### config.mk
export PLATFORM = sky130hd
export DESIGN_NAME = tlb_seq
export DESIGN_NICKNAME = d
export VERILOG_FILES = /design/src/rtl/tlb_seq.sv
export SDC_FILE = /design/constraint.sdc
export NUM_CORES = 1
export LEC_CHECK = 0
export BUFFER_PORTS_ARGS = -buffer_cell sky130_fd_sc_hd__buf_4
export CAP_MARGIN = 20
export CORE_AREA = 2 2 211 213
export DETAILED_ROUTE_END_ITERATION = 8
export DIE_AREA = 0 0 213 215
export HOLD_SLACK_MARGIN = 0.06
export PLACE_DENSITY = 0.53
export RECOVER_POWER = 50
export SKIP_LAST_GASP = 1
export SYNTH_ARGS = -nofsm -noshare
export SYNTH_HDL_FRONTEND = slang
export SYNTH_SLANG_ARGS = --single-unit
### constraint.sdc
create_clock -name clk -period 9.5 [get_ports clk]
set_input_delay 0.95 -clock clk [delete_from_list [all_inputs] [get_ports clk]]
set_output_delay 0.95 -clock clk [all_outputs]
set_load 0.005 [all_outputs]
### src/rtl/tlb_seq.sv
// tlb_seq: sequencer for the CP0 TLB maintenance instructions TLBP, TLBR, TLBWI and TLBWR.
//
// One operation is accepted at a time. All cp0_* inputs and op_type are captured on accept, so
// later CP0 updates cannot disturb an operation in flight.
//   TLBP : scans every entry through the synchronous read port and reports the lowest hit.
//   TLBR : reads the entry at Index and returns it for CP0 to load.
//   TLBWI/TLBWR : writes the captured EntryHi/Lo0/Lo1/PageMask at Index or Random.
// Each operation ends with a one-cycle RESP state that pulses done (plus tlbp/tlbr/tlbwr).
//
// Ports
//   clk, reset                 clock; asynchronous active-high reset
//   op_valid/op_ready/op_type  request handshake; op_type 0 TLBP, 1 TLBR, 2 TLBWI, 3 TLBWR
//   cp0_*                      current CP0 Index/Random/EntryHi/EntryLo0/EntryLo1/PageMask
//   tlb_rd_idx, tlb_rd_*       TLB read port (data valid the cycle after the index)
//   tlb_we, tlb_wr_*           TLB write port
//   tlbr, tlbr_*               TLBR result strobe and data (data held until the next TLBR)
//   tlbp, tlbp_index           TLBP result strobe and Index value (held until the next TLBP)
//   tlbwr                      pulses after a TLBWR write so CP0 can advance Random
//   done                       one-cycle completion pulse
//
// Build option
//   TLBSEQ_EARLY_EXIT_EN : when defined, TLBP leaves the scan right after the first hit.
//   When undefined, TLBP always compares all entries (fixed latency).
module tlb_seq #(
  parameter int unsigned TLB_ENTRIES = 16,
  localparam int unsigned IDXBITS = $clog2(TLB_ENTRIES)
) (
  input  logic               clk,
  input  logic               reset,

  input  logic               op_valid,
  output logic               op_ready,
  input  logic [1:0]         op_type,

  input  logic [31:0]        cp0_index,
  input  logic [31:0]        cp0_random,
  input  logic [31:0]        cp0_entryhi,
  input  logic [31:0]        cp0_entrylo0,
  input  logic [31:0]        cp0_entrylo1,
  input  logic [11:0]        cp0_mask,

  output logic [IDXBITS-1:0] tlb_rd_idx,
  input  logic [31:0]        tlb_rd_hi,
  input  logic [31:0]        tlb_rd_lo0,
  input  logic [31:0]        tlb_rd_lo1,
  input  logic [11:0]        tlb_rd_mask,

  output logic               tlb_we,
  output logic [IDXBITS-1:0] tlb_wr_idx,
  output logic [31:0]        tlb_wr_hi,
  output logic [31:0]        tlb_wr_lo0,
  output logic [31:0]        tlb_wr_lo1,
  output logic [11:0]        tlb_wr_mask,

  output logic               tlbr,
  output logic [31:0]        tlbr_hi,
  output logic [31:0]        tlbr_lo0,
  output logic [31:0]        tlbr_lo1,
  output logic [11:0]        tlbr_mask,

  output logic               tlbp,
  output logic [31:0]        tlbp_index,

  output logic               tlbwr,
  output logic               done
);

  localparam logic [IDXBITS-1:0] LAST_IDX = IDXBITS'(TLB_ENTRIES - 1);

  localparam logic [1:0] OP_TLBP  = 2'd0;
  localparam logic [1:0] OP_TLBR  = 2'd1;
  localparam logic [1:0] OP_TLBWI = 2'd2;
  localparam logic [1:0] OP_TLBWR = 2'd3;

  localparam logic [31:0] PROBE_MISS = 32'h8000_0000;

  typedef enum logic [2:0] {
    StIdle,
    StProbe,
    StRead,
    StRead2,
    StWrite,
    StResp
  } state_e;

  state_e state_q, state_d;

  // Captured request
  logic [1:0]         snap_op_q, snap_op_d;
  logic [31:0]        snap_hi_q, snap_hi_d;

  // Probe scan: rd_idx_q is the index being presented, cmp_idx_q the entry whose data is
  // on tlb_rd_* this cycle (one behind because of the synchronous read).
  logic [IDXBITS-1:0] rd_idx_q, rd_idx_d;
  logic [IDXBITS-1:0] cmp_idx_q, cmp_idx_d;
  logic               cmp_en_q, cmp_en_d;
  logic               hit_q, hit_d;
  logic [IDXBITS-1:0] hit_idx_q, hit_idx_d;

  // Write port
  logic               we_q, we_d;
  logic [IDXBITS-1:0] wr_idx_q, wr_idx_d;
  logic [31:0]        wr_hi_q, wr_hi_d;
  logic [31:0]        wr_lo0_q, wr_lo0_d;
  logic [31:0]        wr_lo1_q, wr_lo1_d;
  logic [11:0]        wr_mask_q, wr_mask_d;

  // Results and strobes
  logic               tlbr_q, tlbr_d;
  logic [31:0]        tlbr_hi_q, tlbr_hi_d;
  logic [31:0]        tlbr_lo0_q, tlbr_lo0_d;
  logic [31:0]        tlbr_lo1_q, tlbr_lo1_d;
  logic [11:0]        tlbr_mask_q, tlbr_mask_d;
  logic               tlbp_q, tlbp_d;
  logic [31:0]        tlbp_index_q, tlbp_index_d;
  logic               tlbwr_q, tlbwr_d;
  logic               done_q, done_d;

  // Probe compare on the entry currently returned by the read port
  logic               vpn_match;
  logic               asid_match;
  logic               match;
  logic               probe_last;
  logic               probe_exit;
  logic               probe_hit;
  logic [IDXBITS-1:0] probe_idx;

  // PageMask bits widen the page, so masked VPN2 bits are don't-care.
  assign vpn_match  = ((tlb_rd_hi[31:13] ^ snap_hi_q[31:13]) & ~{7'b0, tlb_rd_mask}) == 19'd0;
  // Global entries (G set in both halves) match any ASID.
  assign asid_match = (tlb_rd_lo0[0] & tlb_rd_lo1[0]) | (tlb_rd_hi[7:0] == snap_hi_q[7:0]);
  assign match      = cmp_en_q & vpn_match & asid_match;

  // Lowest index wins: an earlier recorded hit takes precedence over this cycle's compare.
  assign probe_hit  = hit_q | match;
  assign probe_idx  = hit_q ? hit_idx_q : cmp_idx_q;
  assign probe_last = cmp_en_q & (cmp_idx_q == LAST_IDX);

`ifdef TLBSEQ_EARLY_EXIT_EN
  assign probe_exit = probe_last | match;
`else
  assign probe_exit = probe_last;
`endif

  always_comb begin
    state_d      = state_q;
    snap_op_d    = snap_op_q;
    snap_hi_d    = snap_hi_q;
    rd_idx_d     = rd_idx_q;
    cmp_idx_d    = cmp_idx_q;
    cmp_en_d     = cmp_en_q;
    hit_d        = hit_q;
    hit_idx_d    = hit_idx_q;
    we_d         = 1'b0;
    wr_idx_d     = wr_idx_q;
    wr_hi_d      = wr_hi_q;
    wr_lo0_d     = wr_lo0_q;
    wr_lo1_d     = wr_lo1_q;
    wr_mask_d    = wr_mask_q;
    tlbr_d       = 1'b0;
    tlbr_hi_d    = tlbr_hi_q;
    tlbr_lo0_d   = tlbr_lo0_q;
    tlbr_lo1_d   = tlbr_lo1_q;
    tlbr_mask_d  = tlbr_mask_q;
    tlbp_d       = 1'b0;
    tlbp_index_d = tlbp_index_q;
    tlbwr_d      = 1'b0;
    done_d       = 1'b0;

    unique case (state_q)
      StIdle: begin
        if (op_valid) begin
          snap_op_d = op_type;
          snap_hi_d = cp0_entryhi;
          // The write-port registers double as the EntryLo/PageMask/Index snapshot.
          wr_hi_d   = cp0_entryhi;
          wr_lo0_d  = cp0_entrylo0;
          wr_lo1_d  = cp0_entrylo1;
          wr_mask_d = cp0_mask;
          wr_idx_d  = (op_type == OP_TLBWR) ? cp0_random[IDXBITS-1:0]
                                            : cp0_index[IDXBITS-1:0];
          unique case (op_type)
            OP_TLBP: begin
              state_d  = StProbe;
              rd_idx_d = '0;
              cmp_en_d = 1'b0;
              hit_d    = 1'b0;
            end
            OP_TLBR: begin
              state_d  = StRead;
              rd_idx_d = cp0_index[IDXBITS-1:0];
            end
            OP_TLBWI, OP_TLBWR: begin
              state_d = StWrite;
              we_d    = 1'b1;
            end
            default: state_d = StIdle;
          endcase
        end
      end

      StProbe: begin
        // Counter stops at the last entry instead of wrapping.
        if (rd_idx_q != LAST_IDX) begin
          rd_idx_d = rd_idx_q + IDXBITS'(1);
        end
        cmp_idx_d = rd_idx_q;
        cmp_en_d  = 1'b1;
        if (match && !hit_q) begin
          hit_d     = 1'b1;
          hit_idx_d = cmp_idx_q;
        end
        if (probe_exit) begin
          state_d      = StResp;
          tlbp_d       = 1'b1;
          done_d       = 1'b1;
          tlbp_index_d = probe_hit ? {{(32 - IDXBITS){1'b0}}, probe_idx} : PROBE_MISS;
          cmp_en_d     = 1'b0;
        end
      end

      StRead: begin
        // Index was presented on entry; data returns next cycle.
        state_d = StRead2;
      end

      StRead2: begin
        state_d     = StResp;
        tlbr_d      = 1'b1;
        done_d      = 1'b1;
        tlbr_hi_d   = tlb_rd_hi;
        tlbr_lo0_d  = tlb_rd_lo0;
        tlbr_lo1_d  = tlb_rd_lo1;
        tlbr_mask_d = tlb_rd_mask;
      end

      StWrite: begin
        state_d = StResp;
        tlbwr_d = (snap_op_q == OP_TLBWR);
        done_d  = 1'b1;
      end

      StResp: begin
        state_d = StIdle;
      end

      default: state_d = StIdle;
    endcase
  end

  always_ff @(posedge clk or posedge reset) begin
    if (reset) begin
      state_q      <= StIdle;
      snap_op_q    <= 2'd0;
      snap_hi_q    <= 32'd0;
      rd_idx_q     <= '0;
      cmp_idx_q    <= '0;
      cmp_en_q     <= 1'b0;
      hit_q        <= 1'b0;
      hit_idx_q    <= '0;
      we_q         <= 1'b0;
      wr_idx_q     <= '0;
      wr_hi_q      <= 32'd0;
      wr_lo0_q     <= 32'd0;
      wr_lo1_q     <= 32'd0;
      wr_mask_q    <= 12'd0;
      tlbr_q       <= 1'b0;
      tlbr_hi_q    <= 32'd0;
      tlbr_lo0_q   <= 32'd0;
      tlbr_lo1_q   <= 32'd0;
      tlbr_mask_q  <= 12'd0;
      tlbp_q       <= 1'b0;
      tlbp_index_q <= 32'd0;
      tlbwr_q      <= 1'b0;
      done_q       <= 1'b0;
    end else begin
      state_q      <= state_d;
      snap_op_q    <= snap_op_d;
      snap_hi_q    <= snap_hi_d;
      rd_idx_q     <= rd_idx_d;
      cmp_idx_q    <= cmp_idx_d;
      cmp_en_q     <= cmp_en_d;
      hit_q        <= hit_d;
      hit_idx_q    <= hit_idx_d;
      we_q         <= we_d;
      wr_idx_q     <= wr_idx_d;
      wr_hi_q      <= wr_hi_d;
      wr_lo0_q     <= wr_lo0_d;
      wr_lo1_q     <= wr_lo1_d;
      wr_mask_q    <= wr_mask_d;
      tlbr_q       <= tlbr_d;
      tlbr_hi_q    <= tlbr_hi_d;
      tlbr_lo0_q   <= tlbr_lo0_d;
      tlbr_lo1_q   <= tlbr_lo1_d;
      tlbr_mask_q  <= tlbr_mask_d;
      tlbp_q       <= tlbp_d;
      tlbp_index_q <= tlbp_index_d;
      tlbwr_q      <= tlbwr_d;
      done_q       <= done_d;
    end
  end

  assign op_ready    = (state_q == StIdle);

  assign tlb_rd_idx  = rd_idx_q;

  assign tlb_we      = we_q;
  assign tlb_wr_idx  = wr_idx_q;
  assign tlb_wr_hi   = wr_hi_q;
  assign tlb_wr_lo0  = wr_lo0_q;
  assign tlb_wr_lo1  = wr_lo1_q;
  assign tlb_wr_mask = wr_mask_q;

  assign tlbr        = tlbr_q;
  assign tlbr_hi     = tlbr_hi_q;
  assign tlbr_lo0    = tlbr_lo0_q;
  assign tlbr_lo1    = tlbr_lo1_q;
  assign tlbr_mask   = tlbr_mask_q;

  assign tlbp        = tlbp_q;
  assign tlbp_index  = tlbp_index_q;

  assign tlbwr       = tlbwr_q;
  assign done        = done_q;

  // Index/Random bits above the entry range and EntryHi[12:8] play no part in any operation.
  logic unused_bits;
  assign unused_bits = ^{cp0_index[31:IDXBITS], cp0_random[31:IDXBITS], snap_hi_q[12:8]};

endmodule

==> results_dict.tcl, run 1 <==
set metrics [dict create \
    power.clock.fraction_pct 24.5 \
    cts.repair_timing.setup_buffer_count 0 \
    timing.critical_path.arrival_ps 5100 \
    floorplan.initialDensity_pct 23.2 \
    timing.max_cap.violations 4 \
    cts_bufs_inserted 29 \
    xor_and_xnor_area_share_after_synthesis_pct 2.34 \
    max_slew_margin_pct -246 \
    yosys_warnings 0 \
    rrSetupSlack_ps 5150 \
    die_width_um 213 \
    ff2ff_path_depth 6 \
    grt_pass1_vias 8504 \
    synth-simple-area-share_pct 18.5 \
    slew_violations 227 \
    internal_power_mw 3.11 \
    io_buffer_count 463 \
    violations_in_the_final_reports "capacitance limit, slew limit" \
    final-hold-violation-count 0 \
    min_delay_path_depth 2 \
    pin_count 547 \
    finalWirelength_um 32300 \
    final-seq-area_mm2 0.00623 \
    antenna_found_initial 0 \
    multi_input_comb_area_mm2 0.00354 \
    worstPathMaxFanout 113 \
    weighted_congestion_reported_at_the_end_of_routability_driven_placement 0.773 \
    wl_per_cell_um 15.9 \
    min_path_type "flip-flop to flip-flop" \
    placed_instance_count 1980 \
    async_flop_share_pct 100 \
    final_cells 2031 \
    critical_path.reg2reg.endpoint "tlbr_lo1[15]$_DFFE_PP0P_" \
    dp_hpwl_um 24000 \
    run_status "finished with violations" \
    syn_area_per_cell_um2 10.5 \
    cts_htree_levels 1 \
    holdCritStartpoint "snap_op_q[0]$_DFFE_PP0P_" \
    grtUsageTotal_pct 13.7 \
    largest_net_degree_at_the_start_of_global_routing 114 \
    firstDrtPassIters 5 \
    postCtsHoldBufs 0 \
    synth_seq_cells 249 \
    synth_cell_types 40 \
    yosysSeqAreaShare_pct 61.5 \
    swShare_pct 32.7 \
    first_iter_violations 351 \
    detail_route.vias_per_cell 4.03 \
    ctsRootBufferMaster "sky130_fd_sc_hd__clkbuf_16" \
    area_delta_synth_final_pct 45.6 \
    clock_pin_slew_reported_for_the_worst_setup_and_hold_paths_after_clock_tree_synthesis_ps 60 \
    transition_time_at_the_pin_with_the_least_slew_margin_ps 5170 \
    layout.nets 1705 \
    worstSetupStartpointType "input port" \
    cts_tree "done" \
    grt_pass1_wl_um 48700 \
    final.min_clock_period_ps 4540 \
    vias 8183 \
    final_min_period_over_clock_period_pct 47.8 \
    main_combinational_cell_family_by_area_after_synthesis "simple AND/OR/NAND/NOR gates" \
    rsz0062_at_grt "false" \
    setup-tns-final_ps 0 \
    insertedDiodeCount 0 \
    net-switching-power_mw 1.51 \
    timing.final.setup_violations 0 \
    dieHeight_um 215 \
    critPathCaptureType "async pin" \
    crit-reg2reg-launch "state_q[2]$_DFFE_PP0P_" \
    whs_endpoint "snap_op_q[0]$_DFFE_PP0P_" \
    area_of_the_mapped_netlist_mm2 0.0101 \
    worstSkewPairLatency_ps 550 \
    postSynthCellCount 961 \
    critPathKind "input port to async pin" \
    synth-compound-area-share_pct 2.64 \
    p_per_area_mw_per_mm2 313 \
    clock-skew-final_ps 9.73 \
    placementRows 77 \
    drive_gt1_share_pct 37.1 \
    combinationalPowerShare_pct 35.3 \
    max-vdd-ir-drop_mv 0.113 \
    fp.coreArea_mm2 0.0436 \
    static-leakage-power_nw 7.48 \
    sequential_power_share_pct 40.2 \
    total_power_mw 4.61 \
    post_cts_resized 0 \
    synthAdderAreaFrac_pct 0.124 \
    share_of_synthesized_area_spent_on_multiplexers_pct 10.4 \
    drt_drc_violations_left 0 \
    cts_buffer_depth 3 \
    layout.filler_cells 4559 \
    critPathRequiredTime_ps 10060 \
    grt_overflow_total 0 \
    cts.sink_count 249 \
    synth_edf_count 0 \
    antenna_left 0 \
    clock.fmax_mhz 220 \
    dieArea_mm2 0.0458 \
    yosys_most_used_dff "sky130_fd_sc_hd__dfrtp_1" \
]
-- flip-flops by register name, summed over array words and instances (netlist names) --
name         flops
tlbr             1
tlbwr            1
tlb_wr_hi       32
tlbr_hi         32
tlb_wr_lo1      32
tlb_wr_idx       4
tlb_we           1
tlb_rd_idx       4
tlbr_lo1        32
hit_q            1
tlbp             1
tlb_wr_lo0      32
cmp_en_q         1
tlbp_index       5
tlb_wr_mask     12
tlbr_lo0        32
state_q          3
hit_idx_q        4
cmp_idx_q        4
done             1
tlbr_mask       12
snap_op_q        2
-- through the flow --
stage	hold slack [ps]	cell area (um2)	util, %	worst slack, ps
after floorplan	438	10200	-	1710
after global placement	451	14100	32.3	6420
after detailed placement	454	14100	32.3	6420
after CTS	470	15000	34.5	6570
after global routing	489	14700	33.8	4070
final	464	14700	33.8	4960
-- cells by family after synthesis --
kind of cell,Yosys count
adders and majority gates,1
buffers and inverters,73
and+or+nand+nor,474
other,1
DFF,249
xor gates and xnor gates,27
AOI/OAI and AO/OA,41
muxes,95
-- how the worst max path moves through the flow --
stage	start	to	slack, ps	depth (start not counted)
CTS	state_q[2]$_DFFE_PP0P_	tlbr_lo0[5]$_DFFE_PP0P_	6570	6
global route	reset	tlbr_lo0[0]$_DFFE_PP0P_	4070	3
detailed placement	tlb_rd_hi[29]	hit_idx_q[0]$_DFFE_PP0P_	6420	6
global placement	tlb_rd_hi[29]	hit_idx_q[3]$_DFFE_PP0P_	6420	6
finish	reset	tlb_wr_lo1[18]$_DFFE_PP0P_	4960	3
floorplan	reset	cmp_en_q$_DFFE_PP0P_	1710	1
-- power by group through the flow --
stage,Clock (mW),Sequential (mW),Combinational [mW]
finish,1.13,1.85,1.63
CTS,1.18,1.87,1.81
global route,1.22,1.92,1.83
floorplan,0,1.88,0.730
detailed placement,0,1.88,1.81
global placement,0,1.86,1.79
-- cell usage in the layout (no fill, tap or decap), types with 8 or more instances in the layout --
master                      instances
sky130_fd_sc_hd__conb_1            27
sky130_fd_sc_hd__mux2i_1           10
sky130_fd_sc_hd__dfrtp_1          249
sky130_fd_sc_hd__o22ai_1           12
sky130_fd_sc_hd__nand2_1          435
sky130_fd_sc_hd__clkbuf_1          79
sky130_fd_sc_hd__clkbuf_4         129
sky130_fd_sc_hd__buf_4            266
sky130_fd_sc_hd__xnor2_1           27
sky130_fd_sc_hd__o21ai_0           11
sky130_fd_sc_hd__nor2_1             8
sky130_fd_sc_hd__clkbuf_16         29
sky130_fd_sc_hd__mux2_2            85
-- synthesized netlist by cell type, types with 7 or more instances --
master                     count  share of area [%]
sky130_fd_sc_hd__mux2_2       85                9.5
sky130_fd_sc_hd__nor2_1        8               0.30
sky130_fd_sc_hd__buf_2        22                1.1
sky130_fd_sc_hd__clkbuf_1     11               0.41
sky130_fd_sc_hd__o21ai_0      11               0.54
sky130_fd_sc_hd__a21oi_1       7               0.35
sky130_fd_sc_hd__nand2_1     434                 16
sky130_fd_sc_hd__o22ai_1      12               0.74
sky130_fd_sc_hd__dfrtp_1     249                 62
sky130_fd_sc_hd__buf_4        32                2.4
sky130_fd_sc_hd__mux2i_1      10               0.99
sky130_fd_sc_hd__xnor2_1      27                2.3
sky130_fd_sc_hd__nand4_1       7               0.43
-- critical path: stages --
cell and delay [ps]:
sky130_fd_sc_hd__clkbuf_1 90, sky130_fd_sc_hd__clkinvlp_2 2840, sky130_fd_sc_hd__buf_4 1050
-- final cells by class --
| class | count | share of cell area, % |
|---|---|---|
| well taps | 592 | 5.02 |
| repair buffers | 469 | 22.0 |
| inverters | 5 | 0.153 |
| multi-input cells | 665 | 24.0 |
| clock inverters | 9 | 0.815 |
| flip-flops and latches | 249 | 42.3 |
| clock buffers | 42 | 5.73 |
-- layer usage --
layer	track usage [%]	vias up	share of wire, %	routed length [um]
met4	3.85	0	1.9	603
met3	4.24	37	9.5	3080
met1	16.6	3849	41	13200
met5	0	-	0	0
met2	23.1	358	48	15400
li1	-	3939	-	-
Power figures use the tool's default switching activity.
==> inputs of run 2 (changes only) <==
- ABC_AREA: not set -> 1
- PLACE_DENSITY: 0.53 -> 0.56
- clock period: 9.5 -> 3.8 ns (I/O delays scaled with it)
==> run 2 against run 1 <==
Against the previous run:
- the flow still finishes with violations (capacitance limit, slew limit)
- via count is 25% higher
- clock skew is 8.0 ps higher
- area after synthesis is 2.9% higher
- synthesized cell count is 30% higher
- combinational power is 130% higher
- highest routed layer unchanged
- flip-flop and latch count stayed put
==> results_dict.tcl, run 2 <==
set metrics [dict create \
    clock-skew-final_ps 17.7 \
    largest_cells_by_area_after_synthesis "sky130_fd_sc_hd__dfrtp_1 (60%), sky130_fd_sc_hd__nand2_1 (24%), sky130_fd_sc_hd__o21ai_0 (2.9%)" \
    cts_htree_levels 1 \
    async_flop_share_pct 100 \
    final_cell_mix "sky130_fd_sc_hd__nand2_1 (669), sky130_fd_sc_hd__buf_4 (251), sky130_fd_sc_hd__dfrtp_1 (249), sky130_fd_sc_hd__dlygate4sd3_1 (176), sky130_fd_sc_hd__clkbuf_4 (117)" \
    syn_area_per_cell_um2 8.33 \
    synth_common_cells "sky130_fd_sc_hd__nand2_1 (669), sky130_fd_sc_hd__dfrtp_1 (249), sky130_fd_sc_hd__inv_1 (79), sky130_fd_sc_hd__o21ai_0 (60), sky130_fd_sc_hd__nor2_1 (36)" \
    violations_in_the_final_reports "capacitance limit, slew limit" \
    vias 10210 \
    net-switching-power_mw 3.81 \
    largest_net_degree_at_the_start_of_global_routing 133 \
    io_buffer_count 463 \
    cts_tree "done" \
    fp.coreArea_mm2 0.0436 \
    drt_drc_violations_left 0 \
    grt_pass1_wl_um 57500 \
    critPathRequiredTime_ps 4270 \
    synth_top_area_share_pct 59.8 \
    die_width_um 213 \
    worstSetupStartpointType "input port" \
    grt_overflow_total 0 \
    grtUsageTotal_pct 15.7 \
    dieHeight_um 215 \
    synth_cell_types 32 \
    layout.nets 2169 \
    first_iter_violations 489 \
    finalWirelength_um 37200 \
    final-seq-area_mm2 0.00623 \
    yosysSeqAreaShare_pct 59.8 \
    detail_route.vias_per_cell 4.09 \
    combinationalPowerShare_pct 33.9 \
    clock.fmax_mhz 402 \
    weighted_congestion_reported_at_the_end_of_routability_driven_placement 0.781 \
    p_per_area_mw_per_mm2 660 \
    ctsRootBufferMaster "sky130_fd_sc_hd__clkbuf_16" \
    transition_time_at_the_pin_with_the_least_slew_margin_ps 1570 \
    final-hold-violation-count 0 \
    synth_area_leader_cell "sky130_fd_sc_hd__dfrtp_1" \
    floorplan.initialDensity_pct 23.9 \
    power.clock.fraction_pct 25.1 \
    postSynthCellCount 1250 \
    firstDrtPassIters 5 \
    antenna_left 0 \
    grt_pass1_vias 10621 \
    multi_input_comb_area_mm2 0.00351 \
    run_status "finished with violations" \
    insertedDiodeCount 0 \
    timing.max_cap.violations 1 \
    yosys_most_used_dff "sky130_fd_sc_hd__dfrtp_1" \
    worstPathMaxFanout 31 \
    static-leakage-power_nw 8.62 \
    final.min_clock_period_ps 2490 \
    yosys.cell_count.top_type "sky130_fd_sc_hd__nand2_1" \
    slew_violations 30 \
    swShare_pct 34.5 \
    critPathKind "input port to async pin" \
    final_common_cell "sky130_fd_sc_hd__nand2_1" \
    antenna_found_initial 1 \
    timing.final.setup_violations 0 \
    drive_gt1_share_pct 22.3 \
    max_slew_margin_pct -5.25 \
    post_cts_resized 0 \
    dieArea_mm2 0.0458 \
    worstSkewPairLatency_ps 560 \
    setup-tns-final_ps 0 \
    synth_edf_count 0 \
    total_power_mw 11.0 \
    min_path_type "input port to flip-flop" \
    internal_power_mw 7.22 \
    cts_buffer_depth 3 \
    max-vdd-ir-drop_mv 0.391 \
    area_delta_synth_final_pct 60.5 \
    timing.critical_path.arrival_ps 2960 \
    wl_per_cell_um 14.9 \
    area_of_the_mapped_netlist_mm2 0.0104 \
    pin_count 547 \
    critPathCaptureType "async pin" \
    synth_seq_cells 249 \
    final_min_period_over_clock_period_pct 65.4 \
    rsz0062_at_grt "false" \
    yosys_warnings 0 \
    layout.filler_cells 4428 \
    sequential_power_share_pct 41.1 \
    cts.sink_count 249 \
    cts_bufs_inserted 30 \
    dp_hpwl_um 26300 \
    clock_pin_slew_reported_for_the_worst_setup_and_hold_paths_after_clock_tree_synthesis_ps 60 \
    placementRows 77 \
]
[run 2: changes by cell type in the layout (fill, tap and decap cells not counted), sizes merged, moves of 10 or more]
cell and delta:
nand2 +234, dlygate4sd3 +176, mux2 -85, inv +78, o21ai +62, nor2 +33, xnor2 -22, clkbuf +21
nand3 +18, o22ai -13, buf -12, mux2i -10
[run 2: metal layers]
metal	part of all wire (%)	track usage [%]	up-vias
met4	2.1	3.99	0
met3	9.0	4.71	50
li1	-	-	5017
met2	47	27.4	407
met1	41	18.7	4736
met5	0	0	-
[run 2: kinds of logic after synthesis]
logic type,Yosys count,share of synthesized area (%)
compound gates,92,4.65
buf+inv,159,7.25
simple gates,742,27.6
other cells,1,0.0360
xor+xnor,6,0.504
fa+ha+maj,1,0.120
flops,249,59.8
[run 2: area by class of cell]
cell class	count	share of cell area [%]
clock inverter	6	0.232
tap	592	4.43
inverter	83	1.89
timing repair buffer	651	29.8
sequential	249	37.3
multi-input combinational	868	21.0
clock buffer	45	5.43
[run 2: power groups by stage]
stage | registers (mW) | clock network, mW | logic [mW]
floorplan | 4.56 | 0 | 1.53
global placement | 4.53 | 0 | 4.04
detailed placement | 4.58 | 0 | 4.08
CTS | 4.56 | 2.85 | 4.23
global route | 4.68 | 2.95 | 4.24
finish | 4.53 | 2.77 | 3.74
[run 2: critical path, stage by stage]
cell                            delay, ps
sky130_fd_sc_hd__dlygate4sd3_1        540
sky130_fd_sc_hd__clkbuf_4             130
sky130_fd_sc_hd__clkinvlp_2           910
sky130_fd_sc_hd__clkbuf_1             980
[run 2: stage by stage]
stage | setup slack [ps] | instance area [um2] | util [%] | cells | hold slack, ps
6_report | 1310 | 16700 | 38.3 | 2494 | 73.4
5_1_grt | 880 | 16700 | 38.3 | 2494 | 66.5
4_1_cts | 1420 | 17100 | 39.3 | 2494 | 60.8
3_5_place_dp | 1440 | 14400 | 33.1 | 2267 | 459
3_3_place_gp | 1460 | 14400 | 33.1 | 2267 | 454
2_1_floorplan | 146 | 10500 | - | 1276 | 449
[run 2: repair_timing]
action,CTS,global route
hold buffers,176,0
setup buffers,0,0
hold endpoints to repair,201,0
[run 2: worst paths after layout]
| path | startpoint | end | slack [ps] | cells after the start |
|---|---|---|---|---|
| worst max-delay path | reset | tlb_wr_mask[6]$_DFFE_PP0P_ | 1310 | 4 |
| worst max register to register | state_q[2]$_DFFE_PP0P_ | tlb_wr_lo0[9]$_DFFE_PP0P_ | 1530 | 7 |
| worst min-delay path | cp0_mask[2] | tlb_wr_mask[2]$_DFFE_PP0P_ | 70 | 3 |
| min in group asynchronous | reset | tlb_wr_lo0[23]$_DFFE_PP0P_ | 770 | 3 |
| worst min register to register | tlbr_hi[3]$_DFFE_PP0P_ | tlbr_hi[3]$_DFFE_PP0P_ | 470 | 2 |
| max in group clk | state_q[2]$_DFFE_PP0P_ | tlb_wr_lo0[9]$_DFFE_PP0P_ | 1530 | 7 |
